File: src/rtl/semaforo_pkg.sv
// Shared types and defaults for the traffic-light sensor front end.
package semaforo_pkg;

    localparam int COUNT_W             = 8;
    localparam int DEF_DEBOUNCE_CYCLES = 4;
    localparam int DEF_HOLD_CYCLES     = 8;

    typedef enum logic [1:0] {
        IDLE,
        CONFIRM,
        ACTIVE,
        HOLD
    } sensor_state_e;

    function automatic logic [COUNT_W-1:0] sat_inc(
        input logic [COUNT_W-1:0] v
    );
        return (v == {COUNT_W{1'b1}}) ? v : v + 1'b1;
    endfunction

endpackage

File: src/rtl/sensor_channel.sv
// One car-sensor lane: synchronizer, debounce/hold FSM, arrival counter.
module sensor_channel
    import semaforo_pkg::*;
#(
    parameter int DEBOUNCE_CYCLES = DEF_DEBOUNCE_CYCLES,
    parameter int HOLD_CYCLES     = DEF_HOLD_CYCLES
) (
    input  logic               clock,
    input  logic               reset,
    input  logic               raw,
    input  logic               clear_counts,
    output logic               present,
    output logic [COUNT_W-1:0] arrivals
);

    localparam logic [COUNT_W-1:0] DEB_LAST  = COUNT_W'(DEBOUNCE_CYCLES - 1);
    localparam logic [COUNT_W-1:0] HOLD_LAST = COUNT_W'(HOLD_CYCLES - 1);

    logic               sync1_q, sync1_d;
    logic               sync2_q, sync2_d;
    sensor_state_e      state_q, state_d;
    logic [COUNT_W-1:0] cnt_q, cnt_d;
    logic               present_q, present_d;
    logic [COUNT_W-1:0] arrivals_q, arrivals_d;
    logic               confirm;

    always_comb begin
        sync1_d    = raw;
        sync2_d    = sync1_q;
        state_d    = state_q;
        cnt_d      = cnt_q;
        arrivals_d = arrivals_q;
        confirm    = 1'b0;

        // cnt_q holds the samples already seen in the current run
        unique case (state_q)
            IDLE: begin
                if (sync2_q) begin
                    state_d = CONFIRM;
                    cnt_d   = COUNT_W'(1);
                end else begin
                    cnt_d = '0;
                end
            end
            CONFIRM: begin
                if (!sync2_q) begin
                    state_d = IDLE;
                    cnt_d   = '0;
                end else if (cnt_q == DEB_LAST) begin
                    state_d = ACTIVE;
                    cnt_d   = '0;
                    confirm = 1'b1;
                end else begin
                    cnt_d = cnt_q + 1'b1;
                end
            end
            ACTIVE: begin
                if (!sync2_q) begin
                    state_d = HOLD;
                    cnt_d   = COUNT_W'(1);
                end
            end
            HOLD: begin
                if (sync2_q) begin
                    state_d = ACTIVE;
                    cnt_d   = '0;
                end else if (cnt_q == HOLD_LAST) begin
                    state_d = IDLE;
                    cnt_d   = '0;
                end else begin
                    cnt_d = cnt_q + 1'b1;
                end
            end
        endcase

        // a clear landing on an arrival edge still leaves zero
        if (clear_counts) begin
            arrivals_d = '0;
        end else if (confirm) begin
            arrivals_d = sat_inc(arrivals_q);
        end

        present_d = (state_d == ACTIVE) || (state_d == HOLD);
    end

    always_ff @(posedge clock) begin
        if (reset) begin
            sync1_q    <= 1'b0;
            sync2_q    <= 1'b0;
            state_q    <= IDLE;
            cnt_q      <= '0;
            present_q  <= 1'b0;
            arrivals_q <= '0;
        end else begin
            sync1_q    <= sync1_d;
            sync2_q    <= sync2_d;
            state_q    <= state_d;
            cnt_q      <= cnt_d;
            present_q  <= present_d;
            arrivals_q <= arrivals_d;
        end
    end

    assign present  = present_q;
    assign arrivals = arrivals_q;

endmodule

File: src/rtl/traffic_sensor_filter.sv
// Filters the two street sensors into clean TA/TB presence flags.
module traffic_sensor_filter
    import semaforo_pkg::*;
#(
    parameter int DEBOUNCE_CYCLES = DEF_DEBOUNCE_CYCLES,
    parameter int HOLD_CYCLES     = DEF_HOLD_CYCLES
) (
    input  logic               clock,
    input  logic               reset,
    input  logic               sensor_a,
    input  logic               sensor_b,
    input  logic               clear_counts,
    output logic               TA,
    output logic               TB,
    output logic [COUNT_W-1:0] arrivals_a,
    output logic [COUNT_W-1:0] arrivals_b
);

    sensor_channel #(
        .DEBOUNCE_CYCLES(DEBOUNCE_CYCLES),
        .HOLD_CYCLES    (HOLD_CYCLES)
    ) u_chan_a (
        .clock       (clock),
        .reset       (reset),
        .raw         (sensor_a),
        .clear_counts(clear_counts),
        .present     (TA),
        .arrivals    (arrivals_a)
    );

    sensor_channel #(
        .DEBOUNCE_CYCLES(DEBOUNCE_CYCLES),
        .HOLD_CYCLES    (HOLD_CYCLES)
    ) u_chan_b (
        .clock       (clock),
        .reset       (reset),
        .raw         (sensor_b),
        .clear_counts(clear_counts),
        .present     (TB),
        .arrivals    (arrivals_b)
    );

endmodule

File: config.mk
export PLATFORM = sky130hd
export DESIGN_NAME = traffic_sensor_filter
export DESIGN_NICKNAME = d
export VERILOG_FILES = /design/src/rtl/semaforo_pkg.sv /design/src/rtl/sensor_channel.sv /design/src/rtl/traffic_sensor_filter.sv
export SDC_FILE = /design/constraint.sdc
export NUM_CORES = 1
export LEC_CHECK = 0
export ABC_AREA = 1
export BUFFER_PORTS_ARGS = -buffer_cell sky130_fd_sc_hd__buf_4
export CORE_ASPECT_RATIO = 0.7
export CORE_MARGIN = 4
export CORE_UTILIZATION = 58
export DETAILED_ROUTE_END_ITERATION = 12
export GPL_TIMING_DRIVEN = 0
export PLACE_DENSITY = 0.79
export REMOVE_ABC_BUFFERS = 1
export SETUP_SLACK_MARGIN = 0.2
export SKIP_LAST_GASP = 1
export SYNTH_ARGS = -nofsm -noshare
export SYNTH_HDL_FRONTEND = slang
export SYNTH_SLANG_ARGS = --single-unit
export TNS_END_PERCENT = 30
File: constraint.sdc
create_clock -name clock -period 1.9 [get_ports clock]
set_input_delay 0.19 -clock clock [delete_from_list [all_inputs] [get_ports clock]]
set_output_delay 0.19 -clock clock [all_outputs]
set_load 0.005 [all_outputs]
# Word-level counts from Yosys, hierarchy flattened
# Index checks and enable logic that the tools add are counted.
[totals] inputBits=5 register_bits=42 out_inout_bits=18
[op_classes] eq_ne=18 bitwise=2 muxes=34 add_sub_neg=4 reduce_logical=7
[op_table] cell="2-to-1 mux 8 bit" n=10
[op_table] cell="case mux 8 bit (4 select lines)" n=2
[op_table] cell="adder 8 x 1 -> 8 bit, second input constant" n=4
[op_table] cell="2-to-1 mux 2 bit" n=12
[op_table] cell="equality test 2 bit, second input constant" n=8
[op_table] cell="equality test 8 x 2 -> 1 bit, second input constant" n=2
[op_table] cell="equality test 8 x 3 -> 1 bit, second input constant" n=2
[op_table] cell="equality test 8 bit, second input constant" n=2
[op_table] cell="case mux 2 bit (4 select lines)" n=2
[op_table] cell="2-to-1 mux 1 bit" n=8
[op_table] cell="equality test 2 x 1 -> 1 bit, second input constant" n=2
[op_table] cell="zero test 2 bit" n=2
[op_table] cell="!= test 2 bit, second input constant" n=2
[op_table] cell="AND reduction 2 bit" n=2
[op_table] cell="logical OR 1 bit" n=2
[op_table] cell="inverter 1 bit" n=2
[op_table] cell="OR reduction 2 bit" n=1

# Longest topological paths before layout
[depth] ltp_word=6 depth_mapped=9 depth_no_buf=9

# Cells and area by module
# From an unflattened synthesis, not the netlist that was laid out.
[hier_totals] cells_unflattened=344 area_unflattened_um2=2409.8
[by_module_without_submodules] module="sensor_channel" n_inst=2 cells_each=172 seq_area_each_um2=400.4 area_per_inst_um2=1204.9

# Worst setup path before layout
# No wires, ideal clock.
[synth_timing] path_kind="reg-to-reg" start="reg u_chan_a.cnt_q[0]" end="reg u_chan_a.arrivals_q[6], in the netlist u_chan_a.arrivals[6]" stages_incl_launch_ff=7 setup_ns=0.119 period_less_slack_ns=1.362 path_slack_ns=0.538 t_arrival_ns=1.243 required_time_ns=1.781 path_cell_list="dfxtp_1 > ha_1 > nand3_1 > nor2_4 > nand3_2 > nor3b_1 > nor2_1"
[synth_via] elab_chain_len=5
[synth_rtl] element="from (decl)" line="sensor_channel.sv:22" source="logic [COUNT_W-1:0] cnt_q, cnt_d;"
[synth_rtl] element="from (signal assigned)" line="sensor_channel.sv:98" source="cnt_q <= cnt_d;"
[synth_rtl] element="equality test 8 x 2 -> 1 bit" line="sensor_channel.sv:49" source="end else if (cnt_q == DEB_LAST) begin"
[synth_rtl] element="2-to-1 mux 1 bit" line="sensor_channel.sv:49"
[synth_rtl] element="2-to-1 mux 1 bit" line="sensor_channel.sv:46" source="if (!sync2_q) begin"
[synth_rtl] element="2-to-1 mux 1 bit" line="sensor_channel.sv:36" source="unique case (state_q)"
[synth_rtl] element="AND reduction 2 bit (no source line)"
[synth_rtl] element="to (signal assigned)" line="sensor_channel.sv:100" source="arrivals_q <= arrivals_d;"
[synth_rtl] element="to (decl)" line="sensor_channel.sv:24" source="logic [COUNT_W-1:0] arrivals_q, arrivals_d;"
# Every way passes these cells.
# A chain may end at the register's enable or synchronous reset.

# Worst setup path after layout
[layout_timing] start="reg u_chan_a.arrivals_q[0], in the netlist u_chan_a.arrivals[0]" end="reg u_chan_a.arrivals_q[5], in the netlist u_chan_a.arrivals[5]"
[layout_via] elab_chain_len=3 word_cells_on_any_way=4 classes_between="add/sub (1); eq/ne (1); bitwise (1); reduce/logical (1)"
[layout_rtl] element="parallel branches: the longest is 3 deep, another holds adder 8 x 1 -> 8 bit"
# Parallel ways; which one is timed is not known.

==> flow_summary.ini <==
[worst_setup_path]
end_kind = flip-flop
start_kind = flip-flop
crit_fanout = 6
cp.required_ns = 2.13
worstSetupPathType = reg2reg
reg2regPathDepth = 7
critPathMaxStageDelay_ns = 0.42
r2r_start = u_chan_a.arrivals[0]$_SDFFE_PP0P_
arrival_ns = 1.78
regToRegEndpoint = u_chan_a.arrivals[5]$_SDFFE_PP0P_
path_buf_inv = 0
cp_cell_sequence = ha_1 > nand2_1 > nor2_1 > nand2_2 > nand4_1 > nand2_1 > a21oi_1
cp_common_cell = nand2_1
cp_top_family = simple AND/OR/NAND/NOR gates
cp.depth = 7
r2r_setup_slack_ns = 0.35
slowest_stage = dfxtp_1

[floorplan]
pin_count = 23
dieArea_mm2 = 0.005016
fp.dieH_um = 60.47
die_x_um = 82.96
coreArea_mm2 = 0.003649
start_util = 0.6252
rows = 18

[synthesis]
synth.top_cell.area_share = 0.3686
syn_inst = 341
ys_seq_area_frac = 0.3686
syn_avg_cell_area_um2 = 6.689
synthTopCellsByArea = dfxtp_1, nand2_1, nor2_1
synth_adder_area_share = 0.02194
synth_compound_area_frac = 0.1333
ys_ff_latch = 42
synth-xor-area-share = 0.03072
ys_warn_count = 0
syn_area_mm2 = 0.002281
synth_mux_area_frac = 0
ys_types = 32
synthSimpleGateAreaFrac = 0.3593
synth_top_family_by_area = simple AND/OR/NAND/NOR gates
synth.largest_area_cell = dfxtp_1

[power]
static-leakage-power_uw = 0.001037
power_density_mw_per_mm2 = 639.5
peakVddDrop_mv = 0.5330

[grt]
antenna_found_initial = 0
grt_pass1_wl_um = 8500
grt_start_max_net_pins = 15
track_usage = 0.2051
grt_pass1_vias = 1990
overflow = 0

[timing]
final.setup.tns_ns = 0
finalHoldViolations = 0
maxSlewViolCount = 0
final.period_utilization = 0.8181
timing.fmax_mhz = 643.3
fin_worst_skew_ns = 0.006147
min_period_ns = 1.554
holdWs_ns = 0.08730
slew_headroom = 0.7131
tightest_slew_ns = 0.4288
setup_viol = 0
rsz0062_at_grt = true

[clocking]
clock_sinks = 42
clockBufferDepth = 2
cts_hold_buf = 0
cts_tree = done
htreeDepth = 2
cts.root.buffer_cell = clkbuf_8
cts.clk_slew.worst_paths_ns = 0.09
cts_made_buffers = 5
postCtsSetupBuffers = 0
worst_skew_pair.late_latency_ns = 0.30

[min_path]
whs_path_depth = 3
hold_end = u_chan_a.sync1_q$_SDFF_PP0_
hp-start = sensor_a
hold_class = in2reg

[detailed_routing]
ant_nets = 0
first_pass_iters = 4
vias_per_cell = 5.180
vias = 2160
drc = 0
dr.first_iter.drc_count = 107
routedWlPerCell_um = 11.56
routed_wl_um = 4820

[final_layout]
fin_cells = 417
n_antenna_cell = 0
nNetsFinal = 375
syn_to_final_growth_pct = 14.21
drive_gt1_frac = 0.1471

[placed_design]
hpwlAfterDp_um = 3572
place_congestion = 0.8491
dp_cells = 409
portBuffers = 22

[job]
max_cap_viol_count = 0

[run_status]
outcome = finished, final reports clean
==> cell usage in the layout (no fill, tap or decap), types with 2 or more instances in the layout <==
master | synthesis | final
nand3b_1 | 2 | 2
inv_1 | 37 | 37
xor2_1 | 7 | 7
buf_4 | 1 | 22
inv_2 | 6 | 6
nand3_1 | 29 | 29
nand2_2 | 3 | 3
o21ai_1 | 2 | 2
nor2_4 | 2 | 2
ha_1 | 4 | 3
clkinv_1 | 2 | 2
nor2_1 | 46 | 45
nor2_2 | 1 | 2
nor3_4 | 2 | 2
o21bai_1 | 2 | 2
nand3_2 | 3 | 3
clkbuf_8 | 0 | 5
nand2_1 | 83 | 83
a21oi_1 | 30 | 30
dfxtp_1 | 42 | 41
nor3_1 | 4 | 4
o21ai_0 | 17 | 17
nand4_1 | 6 | 6
==> worst reg2reg max path, cell delays in order, from the launching register on <==
cell and delay, ns:
dfxtp_1 0.42, ha_1 0.21, nand2_1 0.10, nor2_1 0.19, nand2_2 0.14, nand4_1 0.18
nand2_1 0.09, a21oi_1 0.15
==> stage by stage <==
| step | power [uW] | area, um2 | setup WS, ns | utilization |
|---|---|---|---|---|
| 5_1_grt | 1726 | 2605 | 0.1995 | 0.7140 |
| 3_5_place_dp | 957.3 | 2481 | 0.3396 | 0.6800 |
| 6_report | 1666 | 2605 | 0.3456 | 0.7140 |
| 2_1_floorplan | 937.7 | 2253 | 0.5383 | - |
| 4_1_cts | 1688 | 2594 | 0.3062 | 0.7109 |
| 3_3_place_gp | 956.2 | 2481 | 0.3215 | 0.6800 |
==> sequential cells by signal (all words and copies together), names as in the netlist <==
signal and count:
u_chan_a.arrivals 8, u_chan_a.cnt_q 8, u_chan_a.present 1, u_chan_a.state_q 2, u_chan_a.sync1_q 1, u_chan_a.sync2_q 1, u_chan_b.arrivals 8, u_chan_b.cnt_q 8
u_chan_b.present 1, u_chan_b.state_q 2, u_chan_b.sync1_q 1, u_chan_b.sync2_q 1
==> area by class of cell <==
cell class              count  area, um2
clock buffers               5      68.82
well taps                  50      62.56
multi-input cells         250       1254
flip-flops and latches     42      842.1
repair buffers             22      165.2
fillers                   316       1044
inverters                  45      168.9
clock inverters             3      43.79
==> cells by family after synthesis <==
kind of cell / Yosys count
fa+ha+maj: 4
buf+inv: 49
xor+xnor: 8
flops: 42
compound gates: 56
simple gates: 182
==> how the worst max path moves through the flow <==
stage	from	to	slack, ns
after floorplan	u_chan_a.cnt_q[0]$_SDFFE_PP0P_	u_chan_a.arrivals[6]$_SDFFE_PP0P_	0.54
after global placement	u_chan_b.arrivals[0]$_SDFFE_PP0P_	u_chan_b.arrivals[7]$_SDFFE_PP0P_	0.32
after detailed placement	u_chan_b.arrivals[0]$_SDFFE_PP0P_	u_chan_b.arrivals[4]$_SDFFE_PP0P_	0.34
after CTS	u_chan_b.arrivals[0]$_SDFFE_PP0P_	u_chan_b.arrivals[7]$_SDFFE_PP0P_	0.31
after global routing	u_chan_b.cnt_q[0]$_SDFFE_PP0P_	u_chan_b.cnt_q[5]$_SDFFE_PP0P_	0.20
final	u_chan_a.arrivals[0]$_SDFFE_PP0P_	u_chan_a.arrivals[5]$_SDFFE_PP0P_	0.35
==> synthesized netlist by cell type <==
master,number
xnor2_1,1
xor2_1,7
nor3_1,4
o21bai_1,2
buf_4,1
nand2_1,83
buf_6,1
nand3_1,29
nand3_2,3
o21ai_1,2
inv_2,6
nor3b_1,1
nor2_4,2
clkinv_1,2
a21oi_1,30
nand3b_1,2
nor2_2,1
dfxtp_1,42
o211ai_1,1
nor3_4,2
o21ai_0,17
a21oi_2,1
a21boi_0,1
nor2_1,46
inv_1,37
o21bai_2,1
nand4_1,6
clkbuf_1,1
ha_1,4
nand2_2,3
buf_2,1
o21ai_2,1
==> repair_timing <==
| action | 4_1_cts | 5_1_grt |
|---|---|---|
| endpoints found under the hold margin | 0 | 0 |
| endpoints found under the setup margin | 0 | 16 |
| gates resized for setup | 0 | 4 |
==> power breakdown <==
part           internal [uW]  switching (uW)  leakage (uW)
combinational           14.2            30.6      0.000639
sequential               886            6.34      0.000340
clock                    394             335     0.0000585
==> per-layer routing <==
| metal | vias to the layer above | global-route usage | part of all wire | wire (um) |
|---|---|---|---|---|
| li1 | 1149 | - | - | - |
| met1 | 968 | 0.2618 | 0.50 | 2410 |
| met2 | 39 | 0.3470 | 0.44 | 2139 |
| met3 | 4 | 0.06649 | 0.050 | 243 |
| met4 | 0 | 0.04662 | 0.0058 | 28 |
| met5 | - | 0 | 0 | 0 |
Note: power is estimated with default switching activity, not from simulation.
